$ cat config.mk
export PLATFORM = sky130hd
export DESIGN_NAME = mux16_scan_serializer_flat
export DESIGN_NICKNAME = d
export VERILOG_FILES = /design/src/rtl/mux16_scan_serializer_if.sv /design/src/rtl/mux16_scan_serializer.sv /design/src/flat_wrapper.sv
export SDC_FILE = /design/constraint.sdc
export NUM_CORES = 1
export LEC_CHECK = 0
export ABC_AREA = 0
export BUFFER_PORTS_ARGS = -buffer_cell sky130_fd_sc_hd__buf_2
export CAP_MARGIN = 15
export CORE_UTILIZATION = 49
export CTS_CLUSTER_SIZE = 16
export DETAILED_ROUTE_END_ITERATION = 16
export PLACE_DENSITY = 0.76
export SKIP_CTS_REPAIR_TIMING = 1
export SLEW_MARGIN = 20
export SYNTH_ARGS = -nofsm -noshare
export SYNTH_HDL_FRONTEND = slang
export SYNTH_SLANG_ARGS = --single-unit
export TNS_END_PERCENT = 5
$ cat constraint.sdc
create_clock -name clk -period 1.5 [get_ports clk]
set_input_delay 0.075 -clock clk [delete_from_list [all_inputs] [get_ports clk]]
set_output_delay 0.075 -clock clk [all_outputs]
set_load 0.01 [all_outputs]
$ cat src/rtl/mux16_scan_serializer_if.sv
`default_nettype none
// ============================================================================
//  Module   : mux16_scan_serializer_if
//  Brief    : Handshake, mux and serial-stream bundle for the 16:1 mux
//             scan serializer. The slave modport is the serializer's view;
//             the master modport is the surrounding logic's view.
//  Revision : 1.0  initial release
// ============================================================================
interface mux16_scan_serializer_if;
    logic        in_valid;
    logic [15:0] in_data;
    logic        in_ready;
    logic [15:0] mux_data;
    logic [3:0]  mux_sel;
    logic        mux_y;
    logic        ser_valid;
    logic        ser_bit;
    logic        ser_last;
    logic        ser_ready;
    logic        busy;
    logic        done;
    logic        err;
    logic [15:0] out_word;

    modport slave (
        input  in_valid, in_data, mux_y, ser_ready,
        output in_ready, mux_data, mux_sel, ser_valid, ser_bit, ser_last,
               busy, done, err, out_word
    );

    modport master (
        output in_valid, in_data, mux_y, ser_ready,
        input  in_ready, mux_data, mux_sel, ser_valid, ser_bit, ser_last,
               busy, done, err, out_word
    );
endinterface
`default_nettype wire

$ cat src/rtl/mux16_scan_serializer.sv
`default_nettype none
// ============================================================================
//  Module   : mux16_scan_serializer
//  Brief    : Accepts a 16-bit word, holds it on the mux data bus and steps
//             the mux select through all 16 positions, streaming each mux
//             output bit with backpressure. Returned bits are reassembled
//             and compared against the launched word (loop-back check).
//  Revision : 1.0  initial release
// ============================================================================
module mux16_scan_serializer #(
    parameter bit MSB_FIRST = 1'b0
) (
    input  wire logic               clk,
    input  wire logic               rst,
    mux16_scan_serializer_if.slave  bus
);

    localparam logic [3:0] c_first_sel = MSB_FIRST ? 4'd15 : 4'd0;
    localparam logic [3:0] c_last_sel  = MSB_FIRST ? 4'd0  : 4'd15;

    typedef enum logic [1:0] {
        ST_IDLE = 2'd0,
        ST_SCAN = 2'd1,
        ST_DONE = 2'd2
    } state_t;

    state_t      r_state;
    logic [15:0] r_mux_data;
    logic [3:0]  r_mux_sel;
    logic [15:0] r_rebuild;
    logic [15:0] r_out_word;
    logic        r_mism;
    logic        r_in_ready;
    logic        r_ser_valid;
    logic        r_ser_last;
    logic        r_busy;
    logic        r_done;
    logic        r_err;

    logic [15:0] w_rebuild_next;
    logic [3:0]  w_sel_next;
    logic        w_bit_mism;

    // Returned bit disagrees with the bit launched on the selected position.
    assign w_bit_mism = bus.mux_y ^ r_mux_data[r_mux_sel];
    assign w_sel_next = MSB_FIRST ? (r_mux_sel - 4'd1) : (r_mux_sel + 4'd1);

    // Rebuilt word including the bit returned this cycle, so the last beat
    // lands in out_word together with the done pulse.
    always_comb begin
        w_rebuild_next            = r_rebuild;
        w_rebuild_next[r_mux_sel] = bus.mux_y;
    end

    // Frame control FSM; all handshake and status outputs are registered.
    // r_ser_last tracks (mux_sel == last index) and is only high in SCAN.
    always_ff @(posedge clk or posedge rst) begin
        if (rst) begin
            r_state     <= ST_IDLE;
            r_mux_data  <= 16'h0000;
            r_mux_sel   <= 4'd0;
            r_rebuild   <= 16'h0000;
            r_out_word  <= 16'h0000;
            r_mism      <= 1'b0;
            r_in_ready  <= 1'b1;
            r_ser_valid <= 1'b0;
            r_ser_last  <= 1'b0;
            r_busy      <= 1'b0;
            r_done      <= 1'b0;
            r_err       <= 1'b0;
        end else begin
            case (r_state)
                ST_IDLE: begin
                    if (bus.in_valid) begin
                        r_mux_data  <= bus.in_data;
                        r_mux_sel   <= c_first_sel;
                        r_rebuild   <= 16'h0000;
                        r_mism      <= 1'b0;
                        r_in_ready  <= 1'b0;
                        r_ser_valid <= 1'b1;
                        r_ser_last  <= 1'b0;
                        r_busy      <= 1'b1;
                        r_state     <= ST_SCAN;
                    end
                end
                ST_SCAN: begin
                    // Stalled beats hold select, data and status untouched.
                    if (bus.ser_ready) begin
                        r_rebuild <= w_rebuild_next;
                        r_mism    <= r_mism | w_bit_mism;
                        if (r_ser_last) begin
                            r_ser_valid <= 1'b0;
                            r_ser_last  <= 1'b0;
                            r_done      <= 1'b1;
                            r_err       <= r_mism | w_bit_mism;
                            r_out_word  <= w_rebuild_next;
                            r_state     <= ST_DONE;
                        end else begin
                            r_mux_sel  <= w_sel_next;
                            r_ser_last <= (w_sel_next == c_last_sel);
                        end
                    end
                end
                ST_DONE: begin
                    r_done     <= 1'b0;
                    r_err      <= 1'b0;
                    r_busy     <= 1'b0;
                    r_in_ready <= 1'b1;
                    r_state    <= ST_IDLE;
                end
                default: begin
                    r_ser_valid <= 1'b0;
                    r_ser_last  <= 1'b0;
                    r_done      <= 1'b0;
                    r_err       <= 1'b0;
                    r_busy      <= 1'b0;
                    r_in_ready  <= 1'b1;
                    r_state     <= ST_IDLE;
                end
            endcase
        end
    end

    assign bus.in_ready  = r_in_ready;
    assign bus.mux_data  = r_mux_data;
    assign bus.mux_sel   = r_mux_sel;
    assign bus.ser_valid = r_ser_valid;
    assign bus.ser_bit   = bus.mux_y;
    assign bus.ser_last  = r_ser_last;
    assign bus.busy      = r_busy;
    assign bus.done      = r_done;
    assign bus.err       = r_err;
    assign bus.out_word  = r_out_word;

endmodule
`default_nettype wire

$ cat src/flat_wrapper.sv
// flat-port wrapper written by rule: the top's interface ports become plain ports
module mux16_scan_serializer_flat 
#(
    parameter bit MSB_FIRST = 1'b0
)
  (clk, rst, bus_in_valid, bus_in_data, bus_mux_y, bus_ser_ready, bus_in_ready, bus_mux_data, bus_mux_sel, bus_ser_valid, bus_ser_bit, bus_ser_last, bus_busy, bus_done, bus_err, bus_out_word);
  mux16_scan_serializer_if bus_i ();
  input  wire logic clk;
  input  wire logic rst;
  input wire logic [$bits(bus_i.in_valid)-1:0] bus_in_valid;
  input wire logic [$bits(bus_i.in_data)-1:0] bus_in_data;
  input wire logic [$bits(bus_i.mux_y)-1:0] bus_mux_y;
  input wire logic [$bits(bus_i.ser_ready)-1:0] bus_ser_ready;
  output wire logic [$bits(bus_i.in_ready)-1:0] bus_in_ready;
  output wire logic [$bits(bus_i.mux_data)-1:0] bus_mux_data;
  output wire logic [$bits(bus_i.mux_sel)-1:0] bus_mux_sel;
  output wire logic [$bits(bus_i.ser_valid)-1:0] bus_ser_valid;
  output wire logic [$bits(bus_i.ser_bit)-1:0] bus_ser_bit;
  output wire logic [$bits(bus_i.ser_last)-1:0] bus_ser_last;
  output wire logic [$bits(bus_i.busy)-1:0] bus_busy;
  output wire logic [$bits(bus_i.done)-1:0] bus_done;
  output wire logic [$bits(bus_i.err)-1:0] bus_err;
  output wire logic [$bits(bus_i.out_word)-1:0] bus_out_word;
  assign bus_i.in_valid = bus_in_valid;
  assign bus_i.in_data = bus_in_data;
  assign bus_i.mux_y = bus_mux_y;
  assign bus_i.ser_ready = bus_ser_ready;
  assign bus_in_ready = bus_i.in_ready;
  assign bus_mux_data = bus_i.mux_data;
  assign bus_mux_sel = bus_i.mux_sel;
  assign bus_ser_valid = bus_i.ser_valid;
  assign bus_ser_bit = bus_i.ser_bit;
  assign bus_ser_last = bus_i.ser_last;
  assign bus_busy = bus_i.busy;
  assign bus_done = bus_i.done;
  assign bus_err = bus_i.err;
  assign bus_out_word = bus_i.out_word;
  mux16_scan_serializer #(.MSB_FIRST(MSB_FIRST)) u_core (.clk(clk), .rst(rst), .bus(bus_i));
endmodule
==> Yosys cells after proc, flatten, opt, wreduce, memory -nomap -nowiden <==
Index checks and enable logic that the tools add are counted.
{ "word_totals": {"in_bits": 21, "reg_bits": 61} }
{ "classes": {"muxes": 34, "order_cmp": 2, "add_sub_neg": 1, "n_reduce_logical": 12, "bitwise": 5, "n_eq_ne": 7} }
{ "op_table": {"columns": ["op", "n"], "rows": [
  ["16-bit 2-to-1 mux", 2],
  ["16-bit one-hot mux with 2 select lines", 1],
  ["16-bit bitwise mux", 1],
  ["3-bit AND reduction", 5],
  ["1-bit 2-to-1 mux", 13],
  ["4-bit 2-to-1 mux", 3],
  ["1-bit one-hot mux with 2 select lines", 5],
  ["4-bit one-hot mux with 2 select lines", 1],
  ["4-bit AND reduction", 2],
  ["2-bit 2-to-1 mux", 3],
  ["2-bit != test, second input constant", 3],
  ["1-bit one-hot mux with 3 select lines", 2],
  ["4-bit by 5-bit less-than comparator with 1-bit output, second input constant", 1],
  ["4-bit by 1-bit adder with 4-bit output, second input constant", 1],
  ["1-bit binary-select mux with 4-bit select", 1],
  ["1-bit demux with 4-bit select", 1],
  ["4-bit equality test, second input constant", 1],
  ["4-bit by 1-bit >= comparator with 1-bit output, second input constant", 1],
  ["2-bit one-hot mux with 2 select lines", 1],
  ["2-bit AND reduction", 2],
  ["1-bit inverter", 3],
  ["2-bit by 1-bit equality test with 1-bit output, second input constant", 1],
  ["2-bit equality test, second input constant", 1],
  ["2-bit zero test", 1],
  ["other kinds (5)", 5]
]} }

==> Depth between registers and ports, before layout <==
Gate-level depths: netlist (run 1).
{ "depth": {"depth_word": 7, "ltp_mapped": 7} }

==> Worst setup path before layout (run 1) <==
No wires, ideal clock.
{ "synth_timing": {"kind": "reg2reg", "from": "register u_core.r_mux_sel[0] (netlist: u_core.bus.mux_sel[0])", "to": "register u_core.r_err (netlist: u_core.bus.err)", "setup_ns": 0.132, "t_arrival_ns": 1.546, "path_stages_with_launch": 6, "synth_period_minus_slack_ns": 1.678, "path_slack_ns": -0.178, "path_cell_list": "dfrtp_1 buf_6 mux4_2 a22oi_2 a211o_2 o221ai_2"} }
{ "synth_via": {"elab_chain_len": 7} }
{ "synth_rtl": {"columns": ["item", "line_no", "source"], "rows": [
  ["start: declaration", "mux16_scan_serializer.sv:29", "logic [3:0] r_mux_sel;"],
  ["start signal: assignment", "mux16_scan_serializer.sv:76", "r_mux_sel <= c_first_sel;"],
  ["start signal: assignment", "mux16_scan_serializer.sv:99", "r_mux_sel <= w_sel_next;"],
  ["1-bit binary-select mux with 4-bit select", "mux16_scan_serializer.sv:45", "assign w_bit_mism = bus.mux_y ^ r_mux_data[r_mux_sel];"],
  ["1-bit 2-to-1 mux (implied by the code)", "mux16_scan_serializer.sv:45", null],
  ["1-bit bitwise XOR", "mux16_scan_serializer.sv:45", null],
  ["1-bit bitwise OR", "mux16_scan_serializer.sv:95", "r_err <= r_mism | w_bit_mism;"],
  ["1-bit 2-to-1 mux", "mux16_scan_serializer.sv:91", "if (r_ser_last) begin"],
  ["1-bit 2-to-1 mux", "mux16_scan_serializer.sv:88", "if (bus.ser_ready) begin"],
  ["1-bit one-hot mux with 2 select lines", "mux16_scan_serializer.sv:72", "case (r_state)"],
  ["end signal: assignment", "mux16_scan_serializer.sv:95", null],
  ["end: declaration", "mux16_scan_serializer.sv:38", "logic r_err;"]
]} }
No other way between the ends. The select of a mux whose other input is x is not followed.
A chain may end at the register's enable or synchronous reset.

==> Final worst setup path (run 1) <==
Same ends and word-level chain as after synthesis.

==> flow_summary_export.csv, run 1 <==
group,metric,value,unit
drt,route.detailed.drc,0,
grt,antenna_found_initial,0,
cts,cts.sinks,61,
drt,ant_nets,0,
place,place_congestion,0.7913,
place,io_buffers,63,
logic_synthesis,synth_area,2977,µm²
sta,relSlewSlack,65.18,%
logic_synthesis,synthAdderAreaFrac,2.102,%
setup_path,cp-end-kind,"flip-flop",
logic_synthesis,synth.yosys.seq_area_share,51.32,%
grt,grt_use_total,24.51,%
cells_and_area,fin_nets,418,
place,place_ws,-0.1288,ns
cells_and_area,mostFrequentLayoutCells,"nand2_1, buf_2, dfrtp_1, buf_4, o21ai_0",
pwr,p_per_area,1869,nW/µm²
sta,layout_min_cycle_time,1.613,ns
setup_path,start_kind,"flip-flop",
cts,htreeDepth,3,
floorplanning,dieArea,6390,µm²
pwr,combinationalPowerShare,44.7,%
status,violations,"setup timing",
flow_run,maxCapViolations,0,
pwr,p_leak,2.096,nW
logic_synthesis,ys_types,37,
sta,hold_slack,0.08157,ns
setup_path,crit_path_max_incr_delay,0.49,ns
cells_and_area,num_antenna_cells,0,
setup_path,required,1.76,ns
setup_path,crit_fanout,4,
cells_and_area,layout_commonest_cell,"nand2_1",
floorplanning,die_x,79.94,µm
drt,vias_per_cell,5.377,
setup_path,arrival,1.87,ns
logic_synthesis,synthCells,295,
cells_and_area,layout-drive-gt1-share,33.00,%
cts,clkTransAtPathRegs,0.07,ns
pwr,p_switching,2.773,mW
cts,clk_path_buf_depth,2,
logic_synthesis,synth_xor_area_share,0.5885,%
place,placed_cells,439,
floorplanning,row_count,28,
pwr,sequentialPowerShare,35.3,%
logic_synthesis,syn-num-nets,321,
setup_path,path_cells,"buf_12 -> mux4_2 -> a22oi_2 -> nand2_2 -> o221ai_2",
min_path,min_path_type,"in -> reg",
sta,worst_pin_slew,0.5222,ns
grt,grt_pass1_vias,2401,
drt,wirelength,7.485,mm
cts,insertion_delay,0.34,ns
drt,drt-initial-drc-count,300,
setup_path,crit_type,"reg -> reg",
floorplanning,ioPinCount,64,
cts,cts_buffers,9,
floorplanning,core-area,5886,µm²
sta,setup_violations,10,
logic_synthesis,synth_compound_area_share,18.20,%
sta,fin_ws,-0.1125,ns
cells_and_area,fin_cells,472,
grt,grt_max_degree,41,
setup_path,crit_slowest_cell,"mux4_2",
status,status,"finished, violations left",
cells_and_area,nFillCells,462,
floorplanning,chipHeight,79.94,µm
sta,max_freq,620.2,MHz
pwr,power_frac_clock,20.0,%
logic_synthesis,synth_top_family_by_area,"compound AO/OA/AOI/OAI gates",
drt,vias,2538,
grt,gr-total-overflow,0,
sta,slew_violations,0,
logic_synthesis,synthMuxAreaShare,7.188,%
pwr,vdd_drop_max,1.014,mV
logic_synthesis,synth_warnings,0,
sta,finalHoldViolCount,0,
cells_and_area,syn2layout_area_growth,31.36,%
logic_synthesis,synth_area_per_cell,10.09,µm²
floorplanning,initial_core_util,50.57,%
sta,min_period_over_period,107.5,%
pwr,power.share.switching,37.95,%
grt,grt_pass1_wl,11.66,mm
logic_synthesis,ys_ff_latch,61,
sta,rsz0062_at_grt,"yes",
cts,cts_root_buf,"clkbuf_8",
sta,finalClockSkew,0.01010,ns
logic_synthesis,yosys.area_share.simple,16.27,%
pwr,p_int,4.534,mW
place,dp_hpwl,4.819,mm
drt,drt_pass1_iterations,5,
cts,cts_tree,"done",
drt,wl_per_cell,15.86,µm
-- power by group through the flow --
stage          clock [mW]  combinational, mW  sequential, mW
3_3_place_gp            0               3.07            2.58
3_5_place_dp            0               3.16            2.59
5_1_grt              1.57               3.59            2.63
2_1_floorplan           0               1.84            2.66
6_report             1.46               3.27            2.58
4_1_cts              1.47               3.19            2.56
-- metal layers --
metal | share of wire, % | wire (µm) | up-vias | global-route usage [%]
met5 | 0 | 0 | - | 0
met4 | 1.7 | 126 | 0 | 9.464
met3 | 4.0 | 296 | 13 | 5.143
met2 | 49 | 3691 | 69 | 38.03
met1 | 45 | 3370 | 1247 | 33.58
li1 | - | - | 1209 | -
-- cells in the mapped netlist, drive strengths merged --
library cell / count / area (µm²)
a22oi: 3 / 41.29
nor2: 10 / 37.54
a21o: 13 / 97.59
nand2: 68 / 257.8
nor3b: 1 / 18.77
a211o: 2 / 20.02
xnor2: 1 / 8.760
xor2: 1 / 8.760
dfstp: 1 / 26.28
and2: 1 / 6.260
o211ai: 1 / 12.51
nand3b: 6 / 45.04
o221ai: 1 / 15.01
mux2i: 12 / 120.1
nand3: 12 / 60.06
nand4b: 1 / 8.760
buf: 8 / 53.80
nand2b: 2 / 12.51
ha: 5 / 62.56
mux4: 4 / 93.84
dfrtp: 60 / 1501
o21ai: 22 / 110.1
a21bo: 5 / 50.05
a32o: 1 / 10.01
inv: 6 / 22.52
and2b: 1 / 7.510
a22o: 12 / 105.1
clkbuf: 14 / 52.55
nor3: 1 / 5.000
nor2b: 4 / 25.02
a21oi: 16 / 80.08
-- layout make-up --
class                   count  area, µm²  share of cell area [%]
flip-flops and latches     61       1528                   39.07
multi-input cells         206       1338                   34.21
repair buffers            108      733.2                   18.75
clock buffers              12      145.1                   3.712
well taps                  75      93.84                   2.400
clock inverters             4      50.05                   1.280
inverters                   6      22.52                  0.5760
-- cells by family after synthesis --
family	count (synthesis)
AOI/OAI and AO/OA	76
and+or+nand+nor	107
muxes	16
adders and majority gates	5
buffers and inverters	28
DFF	61
xor gates and xnor gates	2
-- critical path: cells and delay by family (launching register included) --
family / cells / cell delay (ns)
flops: 1 / 0.39
compound gates: 2 / 0.42
mux: 1 / 0.49
simple gates: 1 / 0.11
buf+inv: 1 / 0.13
-- path summary, 6_finish.rpt --
check                                                  start                            endpoint  slack (ns)  cells past startpoint
setup / recovery           u_core.bus.mux_sel[0]$_DFFE_PP0P_          u_core.bus.err$_DFFE_PP0P_       -0.11                      5
hold / removal                                  bus_in_valid    u_core.bus.ser_valid$_DFFE_PP0P_        0.08                      3
setup reg to reg           u_core.bus.mux_sel[0]$_DFFE_PP0P_          u_core.bus.err$_DFFE_PP0P_       -0.11                      5
hold reg to reg              u_core.r_rebuild[3]$_DFFE_PP0P_     u_core.r_rebuild[3]$_DFFE_PP0P_        0.47                      1
max in group asynchronous                                rst  u_core.bus.out_word[0]$_DFFE_PP0P_        0.72                      4
min in group asynchronous                                rst         u_core.bus.done$_DFFE_PP0P_        0.31                      4
-- registers in the layout, indices dropped and copies added (netlist names) --
signal,flops
u_core.bus.busy,1
u_core.bus.done,1
u_core.bus.err,1
u_core.bus.in_ready,1
u_core.bus.mux_data,16
u_core.bus.mux_sel,4
u_core.bus.out_word,16
u_core.bus.ser_last,1
u_core.bus.ser_valid,1
u_core.r_mism,1
u_core.r_rebuild,16
u_core.r_state,2
-- per-stage QoR --
| step | utilization (%) | TNS, ns | power, mW | cell area [µm²] |
|---|---|---|---|---|
| finish | 66.43 | -0.6192 | 7.307 | 3910 |
| global route | 66.43 | -2.119 | 7.781 | 3910 |
| CTS | 63.22 | -1.312 | 7.226 | 3721 |
| detailed placement | 59.91 | -1.088 | 5.748 | 3526 |
| global placement | 59.91 | -0.3132 | 5.647 | 3526 |
| floorplan | - | -5.660 | 4.503 | 2985 |
Note: power is estimated with default switching activity, not from simulation.
==> run 2, diff against run 1 <==
==> constraint.sdc (replaced) <==
create_clock -name clk -period 1.4 [get_ports clk]
set_input_delay 0.07 -clock clk [delete_from_list [all_inputs] [get_ports clk]]
set_output_delay 0.07 -clock clk [all_outputs]
set_load 0.01 [all_outputs]
==> run 2 against run 1 <==
Effect of this change: the flow finishes with violations (DRC, setup timing); hold slack about the same; die area unchanged; clock skew about the same; via count increased by 5.2%; non-clock buffer count increased by 20; first-iteration DRC count decreased by 11%; clock-buffer cell count increased by 1; combinational power increased by 24%; clock power decreased by 8%; register-to-register slack got worse by 0.16 ns; largest cell class unchanged.
==> flow_summary_export.csv, run 2 (synthesis results as in run 1) <==
group,metric,value,unit
status,status,"finished, violations left",
status,violations,"DRC, setup timing",
sta,layout_min_cycle_time,1.670,ns
setup_path,required,1.61,ns
cells_and_area,fin_nets,438,
min_path,min_path_type,"in -> reg",
setup_path,critPathTopFamily,"compound AO/OA/AOI/OAI gates",
setup_path,worstRegToRegCells,5,
setup_path,crit_fanout,4,
pwr,sequentialPowerShare,33.5,%
drt,route.detailed.drc,1,
setup_path,r2r_slack,-0.27,ns
place,place_congestion,0.7867,
cells_and_area,nFillCells,450,
drt,vias,2670,
flow_run,maxCapViolations,0,
drt,drt_pass1_iterations,10,
sta,slew_violations,0,
sta,relSlewSlack,72.01,%
pwr,combinationalPowerShare,50.0,%
cts,cts_root_buf,"clkbuf_8",
floorplanning,die_x,79.94,µm
setup_path,start_kind,"flip-flop",
pwr,p_leak,2.196,nW
cells_and_area,multi_input_area,1393,µm²
sta,min_period_over_period,119.3,%
drt,wl_per_cell,16.05,µm
drt,ant_nets,0,
pwr,p_int,5.020,mW
cells_and_area,num_antenna_cells,0,
cts,cts_tree,"done",
min_path,worstHoldStart,"bus_in_valid",
sta,worst_pin_slew,0.4198,ns
sta,fin_tns_setup,-3.773,ns
pwr,vdd_drop_max,0.9998,mV
min_path,hold_depth,3,
cts,clk_path_buf_depth,2,
cts,insertion_delay,0.34,ns
grt,gr-total-overflow,0,
setup_path,critPathBufInv,1,
place,placed_cells,457,
drt,vias_per_cell,5.438,
grt,antenna_found_initial,0,
pwr,power.share.switching,38.27,%
setup_path,arrival,1.88,ns
cts,clkTransAtPathRegs,0.06,ns
place,io_buffers,63,
floorplanning,chipHeight,79.94,µm
grt,grt_pass1_vias,2401,
cts,htreeDepth,3,
setup_path,crit_slowest_cell,"mux4_2",
pwr,p_per_area,1984,nW/µm²
pwr,p_switching,3.112,mW
cts,cts_buffers,9,
floorplanning,ioPinCount,64,
floorplanning,core-area,5886,µm²
sta,finalClockSkew,0.009796,ns
cells_and_area,syn2layout_area_growth,37.70,%
cts,cts.sinks,61,
setup_path,crit_path_max_incr_delay,0.50,ns
grt,grt_max_degree,62,
setup_path,rr_endpoint,"u_core.bus.err$_DFFE_PP0P_",
sta,finalHoldViolCount,0,
setup_path,path_cells,"buf_6 -> mux4_2 -> a22oi_2 -> a211o_2 -> o221ai_2",
drt,wirelength,7.883,mm
setup_path,cp-end-kind,"flip-flop",
pwr,p_total,8.132,mW
pwr,power_frac_clock,16.5,%
floorplanning,dieArea,6390,µm²
cells_and_area,layout_commonest_cell,"nand2_1",
min_path,min_to,"u_core.bus.ser_valid$_DFFE_PP0P_",
cells_and_area,mostFrequentLayoutCells,"nand2_1, buf_2, dfrtp_1, buf_4, o21ai_0",
grt,grt_pass1_wl,11.81,mm
cells_and_area,layout-drive-gt1-share,37.02,%
cells_and_area,fin_cells,491,
setup_path,crit_type,"reg -> reg",
sta,setup_violations,27,
sta,fin_ws,-0.2698,ns
sta,rsz0062_at_grt,"yes",
floorplanning,row_count,28,
place,dp_hpwl,4.903,mm
drt,drt-initial-drc-count,266,
grt,grt_use_total,24.36,%
sta,max_freq,598.9,MHz
floorplanning,initial_core_util,50.57,%
setup_path,rr_startpoint,"u_core.bus.mux_sel[0]$_DFFE_PP0P_",
cells_and_area,regArea,1529,µm²
place,place_ws,-0.2831,ns
[run 2: worst min-delay path: stages]
cell,delay [ns]
buf_2,0.11
a21oi_1,0.07
o21ai_0,0.13
[run 2: through the flow]
| step | instance area [µm²] | utilization [%] | hold slack [ns] |
|---|---|---|---|
| CTS | 3830 | 65.07 | -0.2006 |
| finish | 4099 | 69.64 | 0.08201 |
| floorplan | 2995 | - | 0.1754 |
| detailed placement | 3671 | 62.37 | 0.1598 |
| global placement | 3671 | 62.37 | 0.1583 |
| global route | 4099 | 69.64 | 0.1460 |
[run 2: power by group through the flow]
| stage | logic, mW | clock network [mW] | registers (mW) |
|---|---|---|---|
| 5_1_grt | 4.43 | 1.43 | 2.77 |
| 4_1_cts | 3.76 | 1.36 | 2.68 |
| 2_1_floorplan | 2.00 | 0 | 2.86 |
| 3_3_place_gp | 3.64 | 0 | 2.69 |
| 6_report | 4.07 | 1.34 | 2.72 |
| 3_5_place_dp | 3.73 | 0 | 2.71 |
[run 2: how the worst max path moves through the flow]
| stage | to | slack [ns] | depth (start not counted) | start |
|---|---|---|---|---|
| 3_3_place_gp | u_core.bus.mux_sel[1]$_DFFE_PP0P_ | -0.24 | 5 | u_core.r_state[1]$_DFFE_PP0P_ |
| 2_1_floorplan | u_core.bus.err$_DFFE_PP0P_ | -0.25 | 5 | u_core.bus.mux_sel[0]$_DFFE_PP0P_ |
| 6_report | u_core.bus.err$_DFFE_PP0P_ | -0.27 | 5 | u_core.bus.mux_sel[0]$_DFFE_PP0P_ |
| 4_1_cts | u_core.r_rebuild[6]$_DFFE_PP0P_ | -0.32 | 4 | u_core.r_state[1]$_DFFE_PP0P_ |
| 5_1_grt | u_core.bus.out_word[6]$_DFFE_PP0P_ | -0.33 | 7 | u_core.bus.mux_sel[0]$_DFFE_PP0P_ |
| 3_5_place_dp | u_core.r_rebuild[5]$_DFFE_PP0P_ | -0.28 | 4 | u_core.r_state[1]$_DFFE_PP0P_ |
[run 2: cell type report]
class                   count  share of cell area, %
multi-input cells         206                  33.97
inverters                   6                 0.6410
well taps                  75                  2.289
repair buffers            128                  21.92
clock buffers              13                  3.632
flip-flops and latches     61                  37.30
clock inverters             2                 0.2442
[run 2: metal layers]
metal  vias up  track usage, %  wire, µm
li1       1250               -         -
met1      1329           33.70      3431
met2        82           38.21      3986
met3         9           3.771       380
met4         0           9.821        85
met5         -               0         0
==> run 3, diff against run 2 <==
--- a/config.mk
+++ b/config.mk
@@ -8,10 +8,12 @@
 export ABC_AREA = 0
 export BUFFER_PORTS_ARGS = -buffer_cell sky130_fd_sc_hd__buf_2
 export CAP_MARGIN = 15
-export CORE_UTILIZATION = 49
+export CELL_PAD_IN_SITES_DETAIL_PLACEMENT = 1
+export CELL_PAD_IN_SITES_GLOBAL_PLACEMENT = 2
+export CORE_UTILIZATION = 30
 export CTS_CLUSTER_SIZE = 16
 export DETAILED_ROUTE_END_ITERATION = 16
-export PLACE_DENSITY = 0.76
+export PLACE_DENSITY_LB_ADDON = 0.1
 export SKIP_CTS_REPAIR_TIMING = 1
 export SLEW_MARGIN = 20
 export SYNTH_ARGS = -nofsm -noshare
==> run 3 against run 2 <==
Effect of this change: the flow finishes with violations (setup timing); final area up 3.6%; sequential power about the same; hold slack worse by 0.0092 ns; utilization shrank 25 points; largest power group unchanged; highest routed layer unchanged.
==> flow_summary_export.csv, run 3 (synthesis results as in run 1) <==
group,metric,value,unit
status,status,"finished, violations left",
status,violations,"setup timing",
setup_path,crit_path_max_incr_delay,0.50,ns
cts,clkTransAtPathRegs,0.07,ns
sta,relSlewSlack,77.38,%
floorplanning,initial_core_util,31.61,%
sta,fin_ws,-0.2130,ns
sta,slew_violations,0,
setup_path,start_kind,"flip-flop",
cells_and_area,mostFrequentLayoutCells,"nand2_1, buf_2, dfrtp_1, buf_4, dlygate4sd3_1",
place,place_area,3776,µm²
cells_and_area,layout_commonest_cell,"nand2_1",
sta,rsz0062_at_grt,"yes",
sta,worst_pin_slew,0.3393,ns
min_path,worstHoldStart,"bus_in_valid",
cts,cts.sinks,61,
cts,cts_root_buf,"clkbuf_8",
sta,max_freq,620.0,MHz
drt,wl_per_cell,15.33,µm
drt,ant_nets,0,
pwr,sequentialPowerShare,32.6,%
flow_run,maxCapViolations,0,
pwr,combinationalPowerShare,50.1,%
grt,antenna_found_initial,0,
cts,cts_tree,"done",
drt,vias_per_cell,4.696,
pwr,power.share.switching,37.60,%
place,place_congestion,0.7119,
cells_and_area,fin_nets,442,
cts,clk_path_buf_depth,2,
floorplanning,row_count,35,
cells_and_area,fin_cells,549,
sta,min_period_over_period,115.2,%
floorplanning,die_x,101.6,µm
pwr,power_frac_clock,17.3,%
setup_path,path_cells,"buf_6 -> mux4_2 -> a22oi_2 -> a211o_2 -> o221ai_2",
sta,setup_violations,20,
floorplanning,chipHeight,101.6,µm
drt,vias,2578,
setup_path,required,1.61,ns
floorplanning,ioPinCount,64,
cells_and_area,syn2layout_area_growth,42.71,%
setup_path,critPathLaunch,"u_core.bus.mux_sel[0]$_DFFE_PP0P_",
grt,grt_max_degree,62,
grt,grt_pass1_vias,2633,
min_path,min_path_type,"in -> reg",
place,dp_hpwl,5.880,mm
drt,route.detailed.drc,0,
sta,finalHoldViolCount,0,
setup_path,crit_type,"reg -> reg",
floorplanning,core-area,9415,µm²
pwr,p_int,5.183,mW
floorplanning,dieArea,10320,µm²
pwr,p_per_area,1956,nW/µm²
drt,drt-initial-drc-count,50,
drt,wirelength,8.417,mm
cts,cts_buffers,9,
pwr,vdd_drop_max,0.7663,mV
place,placed_cells,516,
setup_path,rr_startpoint,"u_core.bus.mux_sel[0]$_DFFE_PP0P_",
pwr,p_leak,2.229,nW
setup_path,cp-end-kind,"flip-flop",
place,io_buffers,63,
grt,grt_use_total,17.59,%
sta,layout_min_cycle_time,1.613,ns
setup_path,arrival,1.82,ns
setup_path,crit_fanout,4,
cts,insertion_delay,0.34,ns
sta,finalClockSkew,0.007112,ns
pwr,p_switching,3.124,mW
drt,drt_pass1_iterations,4,
setup_path,r2r_slack,-0.21,ns
cells_and_area,final_area,4248,µm²
setup_path,crit_slowest_cell,"mux4_2",
cts,htreeDepth,3,
grt,grt_pass1_wl,13.61,mm
cells_and_area,num_antenna_cells,0,
grt,gr-total-overflow,0,
cells_and_area,layout-drive-gt1-share,40.48,%
[run 3: cell type report]
type / instances / area [µm²]
multi-input combinational: 206 / 1428
fill: 1086 / 5167
timing repair buffer: 132 / 924.6
sequential: 61 / 1530
inverter: 6 / 26.28
clock buffer: 14 / 172.7
clock inverter: 1 / 5.005
tap: 129 / 161.4
[run 3: path summary, 6_finish.rpt]
| kind | cells after the start | end |
|---|---|---|
| worst max-delay path | 5 | u_core.bus.err$_DFFE_PP0P_ |
| worst min-delay path | 3 | u_core.bus.ser_valid$_DFFE_PP0P_ |
| worst max register to register | 5 | u_core.bus.err$_DFFE_PP0P_ |
| worst min register to register | 2 | u_core.bus.out_word[10]$_DFFE_PP0P_ |
| max in group asynchronous | 4 | u_core.bus.in_ready$_DFFE_PP1P_ |
| min in group asynchronous | 4 | u_core.bus.mux_data[12]$_DFFE_PP0P_ |
[run 3: power groups by stage]
stage / Sequential [mW] / Combinational [mW] / Clock, mW
after floorplan: 2.86 / 2.00 / 0
after global placement: 2.73 / 3.83 / 0
after detailed placement: 2.72 / 3.91 / 0
after CTS: 2.70 / 3.93 / 1.50
after global routing: 2.79 / 4.59 / 1.58
final: 2.71 / 4.16 / 1.44
[run 3: metrics by stage]
stage	utilization (%)	power [mW]	setup TNS (ns)	hold slack, ns	worst slack [ns]
2_1_floorplan	-	4.855	-13.44	0.1754	-0.2549
3_3_place_gp	40.11	6.562	-2.500	0.1679	-0.1689
3_5_place_dp	40.11	6.638	-3.378	0.1671	-0.2251
4_1_cts	41.99	8.131	-3.654	-0.1998	-0.2344
5_1_grt	45.12	8.962	-4.542	0.06561	-0.3067
6_report	45.12	8.307	-1.514	0.07285	-0.2130
[run 3: worst max-delay path: cells and delay by family (launching register included)]
kind,cells,cell delay [ns]
multiplexers,1,0.50
AO/OA/AOI/OAI,3,0.50
flip-flops,1,0.36
buffers and inverters,1,0.13
[run 3: layer usage]
metal	up-vias	routed length [µm]	GRT usage, %
met5	-	0	0
met4	0	110	6.020
met3	10	226	3.658
met2	35	3917	26.98
met1	1268	4162	24.61
li1	1265	-	-
